File: src/rtl/game_update_ctrl_pkg.sv
`default_nettype none
// ============================================================================
// Module      : game_pkg
// Description : Shared constants, state encoding and box-overlap helper for
//               the once-per-frame game-state controller.
// Revision    : 1.0 - initial release
// ============================================================================
package game_pkg;

    // Playfield interior, inclusive, in pixels
    localparam logic [11:0] c_bound_min  = 12'd11;
    localparam logic [11:0] c_x_max      = 12'd1428;
    localparam logic [11:0] c_y_max      = 12'd888;

    // Reset positions
    localparam logic [10:0] c_pos_x_rst  = 11'd720;
    localparam logic [9:0]  c_pos_y_rst  = 10'd450;
    localparam logic [10:0] c_food_x_rst = 11'd300;
    localparam logic [9:0]  c_food_y_rst = 10'd300;

    // Food geometry and candidate window for relocation
    localparam logic [11:0] c_food_half  = 12'd8;
    localparam logic [11:0] c_cand_off   = 12'd19;
    localparam logic [11:0] c_cand_x_max = 12'd1420;
    localparam logic [11:0] c_cand_y_max = 12'd880;

    // LFSR: x^16 + x^14 + x^13 + x^11, taps at bit indices 15,13,12,10
    localparam logic [15:0] c_lfsr_seed  = 16'hACE1;
    localparam logic [15:0] c_lfsr_taps  = 16'hB400;

    typedef enum logic [2:0] {
        IDLE     = 3'd0,
        MOVE     = 3'd1,
        COLLIDE  = 3'd2,
        RELOCATE = 3'd3,
        COMMIT   = 3'd4
    } state_t;

    // Character box (half-size 'half') against a food box (half-size 8).
    // Only additions are used so nothing can wrap below zero.
    function automatic logic box_hit(input logic [11:0] cx,
                                     input logic [11:0] cy,
                                     input logic [11:0] ox,
                                     input logic [11:0] oy,
                                     input logic [11:0] half);
        logic [11:0] reach;
        reach = half + c_food_half;
        return (cx + reach > ox) && (ox + reach > cx) &&
               (cy + reach > oy) && (oy + reach > cy);
    endfunction

endpackage
`default_nettype wire

File: src/rtl/game_update_ctrl_if.sv
`default_nettype none
// ============================================================================
// Module      : game_update_ctrl_if
// Description : Frame-timing/button inputs and game-state outputs of the
//               game update controller.
// Revision    : 1.0 - initial release
// ============================================================================
interface game_update_ctrl_if;

    logic        vblank_start;
    logic        btn_up;
    logic        btn_down;
    logic        btn_left;
    logic        btn_right;
    logic [10:0] characterPos_x;
    logic [9:0]  characterPos_y;
    logic [7:0]  characterSize;
    logic [10:0] foodPos_x;
    logic [9:0]  foodPos_y;
    logic [7:0]  score;
    logic        busy;

    // Video timing / input side
    modport master (
        output vblank_start, btn_up, btn_down, btn_left, btn_right,
        input  characterPos_x, characterPos_y, characterSize,
               foodPos_x, foodPos_y, score, busy
    );

    // Controller side
    modport slave (
        input  vblank_start, btn_up, btn_down, btn_left, btn_right,
        output characterPos_x, characterPos_y, characterSize,
               foodPos_x, foodPos_y, score, busy
    );

endinterface
`default_nettype wire

File: src/rtl/game_update_ctrl_lfsr16.sv
`default_nettype none
// ============================================================================
// Module      : lfsr16
// Description : Free-running 16-bit Fibonacci LFSR used as the food
//               placement random source.
// Revision    : 1.0 - initial release
// ============================================================================
module lfsr16
    import game_pkg::*;
(
    input  wire logic        clk,
    input  wire logic        rst,
    output logic [15:0]      out
);

    logic [15:0] r_state;
    logic        w_fb;

    // Feedback is the XOR of the tapped bits
    assign w_fb = ^(r_state & c_lfsr_taps);

    // Shift every clock, regardless of controller state
    always_ff @(posedge clk or posedge rst) begin
        if (rst) begin
            r_state <= c_lfsr_seed;
        end else begin
            r_state <= {r_state[14:0], w_fb};
        end
    end

    assign out = r_state;

endmodule
`default_nettype wire

File: src/rtl/game_update_ctrl.sv
`default_nettype none
// ============================================================================
// Module      : game_update_ctrl
// Description : Once-per-frame game-state controller. Moves and clamps the
//               character, detects food collisions, grows the character,
//               relocates the food and commits everything atomically.
// Revision    : 1.0 - initial release
// ============================================================================
module game_update_ctrl
    import game_pkg::*;
#(
    parameter int STEP      = 4,
    parameter int SIZE_INIT = 16,
    parameter int SIZE_INC  = 4,
    parameter int SIZE_MAX  = 128,
    parameter int MAX_TRIES = 16
) (
    input  wire logic         clk,
    input  wire logic         rst,
    game_update_ctrl_if.slave bus
);

    localparam int c_try_w = $clog2(MAX_TRIES + 1);

    state_t               r_state;
    logic [3:0]           r_btn;        // {up, down, left, right}
    logic [c_try_w-1:0]   r_try;

    // Shadow copy worked on during the sequence
    logic [10:0]          r_sh_x;
    logic [9:0]           r_sh_y;
    logic [7:0]           r_sh_size;
    logic [10:0]          r_sh_fx;
    logic [9:0]           r_sh_fy;
    logic [7:0]           r_sh_score;

    // Committed, externally visible copy
    logic [10:0]          r_pos_x;
    logic [9:0]           r_pos_y;
    logic [7:0]           r_size;
    logic [10:0]          r_food_x;
    logic [9:0]           r_food_y;
    logic [7:0]           r_score;
    logic                 r_busy;

    logic [15:0]          w_lfsr;
    logic [11:0]          w_half;
    logic [11:0]          w_cx;
    logic [11:0]          w_cy;
    logic [11:0]          w_lo;
    logic [11:0]          w_x_hi;
    logic [11:0]          w_y_hi;
    logic [11:0]          w_nx;
    logic [11:0]          w_ny;
    logic [11:0]          w_mx;
    logic [11:0]          w_my;
    logic                 w_hit;
    logic [11:0]          w_cand_x;
    logic [11:0]          w_cand_y;
    logic                 w_cand_ok;
    logic [8:0]           w_size_sum;
    logic [7:0]           w_size_next;

    lfsr16 u_lfsr (
        .clk (clk),
        .rst (rst),
        .out (w_lfsr)
    );

    // Move/clamp, collision and candidate evaluation on the shadow state
    always_comb begin
        w_half = {5'd0, r_sh_size[7:1]};
        w_cx   = {1'b0, r_sh_x};
        w_cy   = {2'b0, r_sh_y};
        w_lo   = c_bound_min + w_half;
        w_x_hi = c_x_max - w_half;
        w_y_hi = c_y_max - w_half;

        // Opposing buttons cancel; the centre never drops below 11 so
        // subtracting STEP cannot wrap.
        w_nx = w_cx;
        if (r_btn[1] && !r_btn[0]) begin
            w_nx = w_cx - 12'(STEP);
        end else if (r_btn[0] && !r_btn[1]) begin
            w_nx = w_cx + 12'(STEP);
        end
        w_ny = w_cy;
        if (r_btn[3] && !r_btn[2]) begin
            w_ny = w_cy - 12'(STEP);
        end else if (r_btn[2] && !r_btn[3]) begin
            w_ny = w_cy + 12'(STEP);
        end

        // Clamping always runs, which also pulls back a box that grew
        // over a wall on the previous frame.
        w_mx = w_nx;
        if (w_nx < w_lo) begin
            w_mx = w_lo;
        end else if (w_nx > w_x_hi) begin
            w_mx = w_x_hi;
        end
        w_my = w_ny;
        if (w_ny < w_lo) begin
            w_my = w_lo;
        end else if (w_ny > w_y_hi) begin
            w_my = w_y_hi;
        end

        w_hit = box_hit(w_cx, w_cy, {1'b0, r_sh_fx}, {2'b0, r_sh_fy}, w_half);

        // In RELOCATE the shadow size is already the grown size
        w_cand_x  = {1'b0, w_lfsr[10:0]} + c_cand_off;
        w_cand_y  = {2'b0, w_lfsr[15:6]} + c_cand_off;
        w_cand_ok = (w_cand_x <= c_cand_x_max) && (w_cand_y <= c_cand_y_max) &&
                    !box_hit(w_cx, w_cy, w_cand_x, w_cand_y, w_half);

        w_size_sum  = {1'b0, r_sh_size} + 9'(SIZE_INC);
        w_size_next = (w_size_sum > 9'(SIZE_MAX)) ? 8'(SIZE_MAX) : 8'(w_size_sum);
    end

    // Update sequencer: works on the shadow copy, publishes it in COMMIT
    always_ff @(posedge clk or posedge rst) begin
        if (rst) begin
            r_state    <= IDLE;
            r_btn      <= 4'd0;
            r_try      <= '0;
            r_sh_x     <= c_pos_x_rst;
            r_sh_y     <= c_pos_y_rst;
            r_sh_size  <= 8'(SIZE_INIT);
            r_sh_fx    <= c_food_x_rst;
            r_sh_fy    <= c_food_y_rst;
            r_sh_score <= 8'd0;
            r_pos_x    <= c_pos_x_rst;
            r_pos_y    <= c_pos_y_rst;
            r_size     <= 8'(SIZE_INIT);
            r_food_x   <= c_food_x_rst;
            r_food_y   <= c_food_y_rst;
            r_score    <= 8'd0;
            r_busy     <= 1'b0;
        end else begin
            case (r_state)
                IDLE: begin
                    if (bus.vblank_start) begin
                        r_btn   <= {bus.btn_up, bus.btn_down, bus.btn_left, bus.btn_right};
                        r_busy  <= 1'b1;
                        r_state <= MOVE;
                    end
                end
                MOVE: begin
                    r_sh_x  <= 11'(w_mx);
                    r_sh_y  <= 10'(w_my);
                    r_state <= COLLIDE;
                end
                COLLIDE: begin
                    if (w_hit) begin
                        if (r_sh_score != 8'hFF) begin
                            r_sh_score <= r_sh_score + 8'd1;
                        end
                        r_sh_size <= w_size_next;
                        r_try     <= '0;
                        r_state   <= RELOCATE;
                    end else begin
                        r_state <= COMMIT;
                    end
                end
                RELOCATE: begin
                    if (w_cand_ok) begin
                        r_sh_fx <= 11'(w_cand_x);
                        r_sh_fy <= 10'(w_cand_y);
                        r_state <= COMMIT;
                    end else if (r_try == c_try_w'(MAX_TRIES - 1)) begin
                        r_sh_fx <= c_pos_x_rst;
                        r_sh_fy <= c_pos_y_rst;
                        r_state <= COMMIT;
                    end else begin
                        r_try <= r_try + 1'b1;
                    end
                end
                COMMIT: begin
                    r_pos_x  <= r_sh_x;
                    r_pos_y  <= r_sh_y;
                    r_size   <= r_sh_size;
                    r_food_x <= r_sh_fx;
                    r_food_y <= r_sh_fy;
                    r_score  <= r_sh_score;
                    r_busy   <= 1'b0;
                    r_state  <= IDLE;
                end
                default: begin
                    r_busy  <= 1'b0;
                    r_state <= IDLE;
                end
            endcase
        end
    end

    assign bus.characterPos_x = r_pos_x;
    assign bus.characterPos_y = r_pos_y;
    assign bus.characterSize  = r_size;
    assign bus.foodPos_x      = r_food_x;
    assign bus.foodPos_y      = r_food_y;
    assign bus.score          = r_score;
    assign bus.busy           = r_busy;

endmodule
`default_nettype wire

File: src/flat_wrapper.sv
// flat-port wrapper written by rule: the top's interface ports become plain ports
module game_update_ctrl_flat import game_pkg::*;
#(
    parameter int STEP      = 4,
    parameter int SIZE_INIT = 16,
    parameter int SIZE_INC  = 4,
    parameter int SIZE_MAX  = 128,
    parameter int MAX_TRIES = 16
)
  (clk, rst, bus_vblank_start, bus_btn_up, bus_btn_down, bus_btn_left, bus_btn_right, bus_characterPos_x, bus_characterPos_y, bus_characterSize, bus_foodPos_x, bus_foodPos_y, bus_score, bus_busy);
  game_update_ctrl_if bus_i ();
  input  wire logic clk;
  input  wire logic rst;
  input wire logic [$bits(bus_i.vblank_start)-1:0] bus_vblank_start;
  input wire logic [$bits(bus_i.btn_up)-1:0] bus_btn_up;
  input wire logic [$bits(bus_i.btn_down)-1:0] bus_btn_down;
  input wire logic [$bits(bus_i.btn_left)-1:0] bus_btn_left;
  input wire logic [$bits(bus_i.btn_right)-1:0] bus_btn_right;
  output wire logic [$bits(bus_i.characterPos_x)-1:0] bus_characterPos_x;
  output wire logic [$bits(bus_i.characterPos_y)-1:0] bus_characterPos_y;
  output wire logic [$bits(bus_i.characterSize)-1:0] bus_characterSize;
  output wire logic [$bits(bus_i.foodPos_x)-1:0] bus_foodPos_x;
  output wire logic [$bits(bus_i.foodPos_y)-1:0] bus_foodPos_y;
  output wire logic [$bits(bus_i.score)-1:0] bus_score;
  output wire logic [$bits(bus_i.busy)-1:0] bus_busy;
  assign bus_i.vblank_start = bus_vblank_start;
  assign bus_i.btn_up = bus_btn_up;
  assign bus_i.btn_down = bus_btn_down;
  assign bus_i.btn_left = bus_btn_left;
  assign bus_i.btn_right = bus_btn_right;
  assign bus_characterPos_x = bus_i.characterPos_x;
  assign bus_characterPos_y = bus_i.characterPos_y;
  assign bus_characterSize = bus_i.characterSize;
  assign bus_foodPos_x = bus_i.foodPos_x;
  assign bus_foodPos_y = bus_i.foodPos_y;
  assign bus_score = bus_i.score;
  assign bus_busy = bus_i.busy;
  game_update_ctrl #(.STEP(STEP), .SIZE_INIT(SIZE_INIT), .SIZE_INC(SIZE_INC), .SIZE_MAX(SIZE_MAX), .MAX_TRIES(MAX_TRIES)) u_core (.clk(clk), .rst(rst), .bus(bus_i));
endmodule
File: config.mk
export PLATFORM = sky130hd
export DESIGN_NAME = game_update_ctrl_flat
export DESIGN_NICKNAME = d
export VERILOG_FILES = /design/src/rtl/game_update_ctrl_pkg.sv /design/src/rtl/game_update_ctrl_if.sv /design/src/rtl/game_update_ctrl_lfsr16.sv /design/src/rtl/game_update_ctrl.sv /design/src/flat_wrapper.sv
export SDC_FILE = /design/constraint.sdc
export NUM_CORES = 1
export LEC_CHECK = 0
export ABC_AREA = 1
export CORE_MARGIN = 5
export CORE_UTILIZATION = 47
export CTS_BUF_LIST = sky130_fd_sc_hd__clkbuf_4 sky130_fd_sc_hd__clkbuf_8
export CTS_CLUSTER_SIZE = 30
export DETAILED_ROUTE_END_ITERATION = 16
export MAX_ROUTING_LAYER = met4
export PLACE_DENSITY = 0.71
export SYNTH_ARGS = -nofsm -noshare
export SYNTH_HDL_FRONTEND = slang
export SYNTH_SLANG_ARGS = --single-unit
File: constraint.sdc
create_clock -name clk -period 5.39 [get_ports clk]
set_clock_uncertainty 0.05 [all_clocks]
set_input_delay 1.617 -clock clk [delete_from_list [all_inputs] [get_ports clk]]
set_output_delay 1.617 -clock clk [all_outputs]
set_load 0.1 [all_outputs]
# == Word-level counts from Yosys, hierarchy flattened ==
# Index checks and enable logic that the tools add are counted.
# totals
regBits,145
latchBits,0
mem_bits_rw,0
rom_bits,0
in_bits,7
output_inout_bits,59
wordCells,116
memories,0
# op_classes
add_sub_neg,19
mul,0
n_div,0
magnitude_cmp,15
eq_ne,11
n_shift,0
mux,24
n_bitwise,1
n_reduce_logical,29
# ops
operator,n
$gt 12x12->1,4
$mux 12,4
$mux 11,4
$mux 10,4
$gt 12x10->1,3
$gt 12x11->1,3
$add 10x12->12,2
$add 11x12->12,2
$add 12x12->12,2
$lt 12x8->1,2
$reduce_xor 16->1,1
$mux 5,3
$add 11x3->12 const B,1
$add 11x5->12 const B,1
$le 12x10->1 const B,1
$le 12x11->1 const B,1
$logic_and 1x1->1,12
$mux 3,4
$pmux 3 s4,1
$sub 11x3->12 const B,1
$sub 11x7->12 const A,1
$add 10x3->11 const B,1
$add 10x5->11 const B,1
$sub 10x3->11 const B,1
27 further kinds,39

# == Longest topological paths before layout ==
# depth
word_depth,10
depth_mapped,33
depth_no_buf,32

# == Modules after synthesis ==
# A second synthesis with hierarchy kept.
# unflattened
hier_cells,1667
hier_area_um2,12175.4
# by_module_without_submodules
module,n_inst,cells_each,area_each_um2,seq_area_each_um2
game_update_ctrl,1,1635,11697.5,3170.5
lfsr16,1,32,478.0,410.4

# == Worst setup path before layout ==
# OpenSTA, ideal clock, no wires.
# synth_timing
path_kind,register to register
from,reg u_core.r_sh_size[4]
to,reg u_core.r_sh_fx[10]
setup_time_ps,65
t_arrival_ps,4089
required_ps,5275
path_slack_ps,1186
path_stages_with_launch,26
path_buffers,2
period_less_slack_ps,4204
path_cell_list,dfstp_2 > clkbuf_1 > inv_1 > ha_1 > inv_1 > ha_1 > a21o_1 > a21o_1 > a21oi_1 > inv_1 > a21oi_1 > xor2_1 > ha_1 > nand4_1 > nor3_1 > a21oi_1 > nand3_1 > nand2_1 > nor2_1 > nand3_4 > nand2_4 > nand2_8 > nand2_8 > buf_8 > nand2_2 > nand2_1
# synth_between
elab_chain_cells,10
word_cells_on_any_way,17
cone_classes,add/sub (5); order compare (4); mux (1); reduce/logical (7)
# synth_lines
item,line,text
"start, declared",game_update_ctrl.sv:32,logic [7:0] r_sh_size;
"start signal, assigned",game_update_ctrl.sv:129,r_sh_size <= 8'(SIZE_INIT);
"start signal, assigned",game_update_ctrl.sv:159,r_sh_size <= w_size_next;
$add 7x4->8 (*),game_update_ctrl_pkg.sv:47,reach = half + c_food_half;
$add 11x12->12 / $add 12x12->12 (equally long branches),game_update_ctrl_pkg.sv:48,return (cx + reach > ox) && (ox + reach > cx) &&
$gt 12x12->1 / $gt 12x11->1 (equally long branches),game_update_ctrl_pkg.sv:48,
$logic_and 1x1->1 (2 in series),game_update_ctrl_pkg.sv:48,
$logic_and 1x1->1 (*),game_update_ctrl_pkg.sv:49,(cy + reach > oy) && (oy + reach > cy);
$logic_not 1->1 (*),game_update_ctrl.sv:115,"!box_hit(w_cx, w_cy, w_cand_x, w_cand_y, w_half);"
$logic_and 1x1->1 (*),game_update_ctrl.sv:114,w_cand_ok = (w_cand_x <= c_cand_x_max) && (w_cand_y <= c_cand_y_max) &&
$reduce_bool 2->1 (no source line),--,
$reduce_and 2->1 (no source line),--,
"end signal, assigned",game_update_ctrl.sv:130,r_sh_fx <= c_food_x_rst;
"end signal, assigned",game_update_ctrl.sv:168,r_sh_fx <= 11'(w_cand_x);
"end signal, assigned",game_update_ctrl.sv:172,r_sh_fx <= c_pos_x_rst;
"end, declared",game_update_ctrl.sv:33,logic [10:0] r_sh_fx;
# Every way passes the cells marked *; elsewhere a longest branch is shown, timed or not.
# A chain may end at the register's enable or synchronous reset.

# == Worst setup path in the final report ==
# layout_timing
from,reg u_core.r_sh_size[4]
to,reg u_core.r_try[0]
# layout_between
elab_chain_cells,10
word_cells_on_any_way,26
cone_classes,add/sub (7); order compare (8); eq/ne (2); reduce/logical (9)
# layout_lines
item,line,text
$add 7x4->8 (*),game_update_ctrl_pkg.sv:47,
$add 11x12->12 / $add 12x12->12 (equally long branches),game_update_ctrl_pkg.sv:48,
$gt 12x12->1 / $gt 12x11->1 (equally long branches),game_update_ctrl_pkg.sv:48,
$logic_and 1x1->1 (2 in series),game_update_ctrl_pkg.sv:48,
$logic_and 1x1->1,game_update_ctrl_pkg.sv:49,
$logic_not 1->1,game_update_ctrl.sv:115,
$logic_and 1x1->1,game_update_ctrl.sv:114,
$ne 2x2->1 (no source line),--,
$reduce_and 4->1 (no source line) (*),--,
"end signal, assigned",game_update_ctrl.sv:176,r_try <= r_try + 1'b1;
"end, declared",game_update_ctrl.sv:27,logic [c_try_w-1:0] r_try;
# Marks and branches as above.

==> impl_summary.log <==
[metrics] number of global-route vias before repair: 10,900
[metrics] compound-gate portion of the synthesized area: 0.109
[metrics] met1 GRT Util: 0.305
[metrics] YS warnings: 0
[metrics] element type at the critical path start: register
[metrics] TritonCTS clock tree: yes
[metrics] number of max-cap violations: 0
[metrics] overall track demand over capacity in global routing: 0.241
[metrics] kind of path behind the tightest hold check: reg2reg
[metrics] maximum clock frequency: 203 MHz
[metrics] Die H: 172 um
[metrics] fraction of final layout cells with drive strength greater than 1: 0.0903
[metrics] mean cell area of the mapped netlist: 7.35 sq um
[metrics] Final Wtd Congestion: 0.962
[metrics] basic-gate share of the synthesized area counting and, or, nand and nor cells: 0.270
[metrics] design area: 0.0136 sq mm
[metrics] reg-to-reg startpoint: u_core.r_sh_size[4]$_DFFE_PP1N_
[metrics] Detailed Route Iter0 Violations: 1,066
[metrics] Post-Synth Adder-Cell Area: 0.183
[metrics] setup-violating endpoint count in the final report: 0
[metrics] top_reg_cell synth: dfrtp_1
[metrics] Worst Path Required: 5.76 ns
[metrics] FILL cells: 2,507
[metrics] data arrival time of the worst path: 5.29 ns
[metrics] core area: 0.0259 sq mm
[metrics] result of the run: complete, no violations
[metrics] CTS buffer count: 17
[metrics] Final TNS setup: 0 ns
[metrics] depth of the worst register-to-register path: 24
[metrics] Vias/cell: 5.35
[metrics] number of buffers added on ports: 63
[metrics] antenna fix cells: 0
[metrics] actual slew at the worst max-slew pin: 1.16 ns
[metrics] average routed wire per standard cell: 16.4 um
[metrics] Ports: 66
[metrics] area of the mapped netlist: 0.0123 sq mm
[metrics] GR Layer Usage met2: 0.403
[metrics] post-route fraction of the period consumed by the critical path: 0.913
[metrics] placed cell areas: 0.0132 sq mm
[metrics] pin count of the biggest net entering global routing: 111
[metrics] RSZ-0062 raised after global routing: no
[metrics] shortest clock period the worst path allows after layout: 4.92 ns
[metrics] main combinational cell family by area after synthesis: simple AND/OR/NAND/NOR gates
[metrics] worst setup path start: u_core.r_sh_size[4]$_DFFE_PP1N_
[metrics] quantity of gates resized following cts: 0
[metrics] maximum fanout count along the critical path: 12
[metrics] met3 Use GR: 0.0308
[metrics] via count: 11,100
[metrics] setup slack of the most critical reg-to-reg path: 0.47 ns
[metrics] first-pass iteration count of the detailed router: 8
[metrics] area of the die: 0.0294 sq mm
[metrics] sequential share of the synthesized area: 0.292
[metrics] sum of routed wire length over all layers: 34,000 um
[metrics] clock latency on the worst-skew pair: 0.48 ns
[metrics] number of nets in the finished design: 1,911
[metrics] Crit. End Element: register
[metrics] x dimension of the die: 172 um
[metrics] worst ir drop on vdd: 0.501 mV
[metrics] total power divided by cell area: 549 mW/mm^2
[metrics] Hold-fix buffers, CTS: 0
[metrics] clock tree root buffer cell: clkbuf_8
[metrics] worst setup path end: u_core.r_try[0]$_DFFE_PP0P_
[metrics] setup repair bufs after CTS: 0
[metrics] EDFF count, synth: 0
[metrics] floorplan row count: 59
[metrics] number of distinct library cells after synthesis: 54
[metrics] P_leak: 7.20 nW
[metrics] endpoints failing hold: 0
[metrics] Remaining Overflow, GRT: 0
[metrics] effective utilization at floorplan: 0.474
[metrics] clock transition time at the flip-flop clock pins of the worst setup and hold paths: 0.10 ns
[metrics] type of the worst setup path: reg2reg
[metrics] residual DRC count: 0
[metrics] multiplexer share of the synthesized area: 0.00184
[metrics] post-synthesis cell count: 1,669
[metrics] Post-synth ARST share: 1.00
[metrics] final-report max-slew violation count: 0
[metrics] wire length of the first global-routing pass: 55,000 um
[metrics] antenna violations before repair: 0
[metrics] layer with the highest usage: met2
[metrics] XOR/XNOR Fraction of Synth Area: 0.0570
[metrics] antenna violation net count after detailed routing: 0
[metrics] half-perimeter wire length after detailed placement: 26,600 um
[metrics] final standard cell utilization of the core: 0.526
[metrics] maximum number of buffers from clock root to sink: 2
[metrics] area grow syn2layout: 11.1%
[metrics] flip-flop and latch count after synthesis: 141
[metrics] Slew Limit Headroom: 0.223
[metrics] deepest level of the CTS H-tree: 4
[metrics] Num Clock Sinks: 141
[metrics] worst reg2reg endpoint: u_core.r_try[0]$_DFFE_PP0P_
## worst min path at each step
stage / to / slack [ns] / cells past startpoint / from
3_5_place_dp: u_core.u_lfsr.out[2]$_DFF_PP0_ / 0.35 / 0 / u_core.u_lfsr.out[1]$_DFF_PP0_
5_1_grt: u_core.u_lfsr.out[2]$_DFF_PP0_ / 0.39 / 0 / u_core.u_lfsr.out[1]$_DFF_PP0_
4_1_cts: u_core.u_lfsr.out[2]$_DFF_PP0_ / 0.37 / 0 / u_core.u_lfsr.out[1]$_DFF_PP0_
6_report: u_core.u_lfsr.out[2]$_DFF_PP0_ / 0.37 / 0 / u_core.u_lfsr.out[1]$_DFF_PP0_
3_3_place_gp: u_core.u_lfsr.out[2]$_DFF_PP0_ / 0.35 / 0 / u_core.u_lfsr.out[1]$_DFF_PP0_
2_1_floorplan: u_core.u_lfsr.out[6]$_DFF_PP1_ / 0.30 / 0 / u_core.u_lfsr.out[5]$_DFF_PP1_
## placed cells by master, fill, tap and decap left out, types with 7 or more instances in the layout
master           synthesis  final
clkbuf_8                 0     17
nand4_1                 25     25
o21ai_0                109    109
xor2_1                  53     53
dfrtp_1                 99     99
nand2_2                 35     35
clkdlybuf4s50_1          0     63
nand3_1                 99     99
o211ai_1                 7      7
nor3_1                  15     15
dfstp_2                 42     42
o21bai_1                 8      8
inv_1                  225    224
nor2_1                  97     97
ha_1                   176    176
inv_2                   10     10
xnor2_1                 25     25
a21o_1                  11     11
a21oi_1                 88     88
nand2_1                450    449
## final cells by class
| cell class | count | area (sq um) | share of cell area |
|---|---|---|---|
| clock inverter | 15 | 178 | 0.0130 |
| multi-input combinational | 1260 | 7630 | 0.560 |
| clock buffer | 17 | 234 | 0.0172 |
| timing repair buffer | 70 | 696 | 0.0510 |
| tap | 335 | 419 | 0.0307 |
| inverter | 236 | 891 | 0.0653 |
| sequential | 141 | 3580 | 0.263 |
## synth_stat cells, drive strengths merged (2+ instances only)
master	instances	area (sq um)
nor3	17	95.1
or2	4	25.0
clkbuf	23	87.6
o21ai	116	584
inv	235	882
nand2	492	2000
fa	2	40.0
dfrtp	99	2480
nand4	27	190
dfstp	42	1100
a21oi	88	440
nand3	101	523
a21o	11	82.6
conb	2	7.51
nor3b	2	15.0
mux2	2	22.5
buf	11	96.3
o211ai	7	52.6
a211oi	2	15.0
xor2	54	480
xnor2	25	219
o21bai	8	60.1
o31ai	2	15.0
o21a	6	45.0
nor2	105	433
nand3b	2	15.0
ha	176	2200
## power by group
part / total [mW] / internal (mW) / switching, mW
Combinational: 4.85 / 1.53 / 3.32
Sequential: 1.71 / 1.36 / 0.354
Clock: 0.929 / 0.427 / 0.501
Total: 7.49 / 3.31 / 4.17
## cell families (layout without fill, tap and decap cells)
kind of cell / count (synthesis) / in the layout
buffers and inverters: 270 / 338
multiplexers: 2 / 2
AO/OA/AOI/OAI: 245 / 245
other: 2 / 4
AND/OR/NAND/NOR: 752 / 752
adder cells (fa/ha/maj): 178 / 178
flip-flops: 141 / 141
XOR/XNOR: 79 / 79
## critical path, cell delays in order (launching register included)
cell	delay [ns]
dfstp_2	0.63
inv_1	0.27
nor2_1	0.22
xor2_1	0.59
ha_1	0.41
a21oi_1	0.18
nor2_1	0.05
a21oi_1	0.18
nand2_1	0.10
nand2_1	0.10
inv_1	0.08
nor2_1	0.20
ha_1	0.19
nand4_1	0.12
nor3_1	0.23
a21oi_1	0.11
nand3_1	0.09
nand2_1	0.09
nor2_1	0.17
nand3_4	0.16
nand2_4	0.16
nand2_2	0.17
nand2_2	0.16
nand2_1	0.08
nand2_1	0.06
## routing by layer
metal	vias to the layer above	share of wire
met5	-	0
met4	0	0.026
met3	78	0.055
met2	338	0.47
met1	5171	0.45
li1	5502	-
## registers in the layout, indices dropped and copies added (netlist names), 3 cells and up
signal and flops:
u_core.u_lfsr.out 16, u_core.bus.characterPos_x 11, u_core.bus.foodPos_x 11, u_core.r_sh_fx 11
u_core.r_sh_x 11, u_core.bus.characterPos_y 10, u_core.bus.foodPos_y 10, u_core.r_sh_fy 10
u_core.r_sh_y 10, u_core.bus.score 8, u_core.r_sh_score 8, u_core.bus.characterSize 6
u_core.r_sh_size 6, u_core.r_try 5, u_core.r_btn 4, u_core.r_state 3
## stage by stage
step           hold WS (ns)  cells  power, mW  worst slack (ns)
2_1_floorplan         0.304   1671       5.27            0.0113
3_3_place_gp          0.351   2042       6.39             0.705
3_5_place_dp          0.348   2042       6.52             0.584
4_1_cts               0.371   2074       7.47             0.533
5_1_grt               0.388   2074       8.16            0.0126
6_report              0.367   2074       7.49             0.470
No activity file was read; power rests on OpenSTA's default activity.
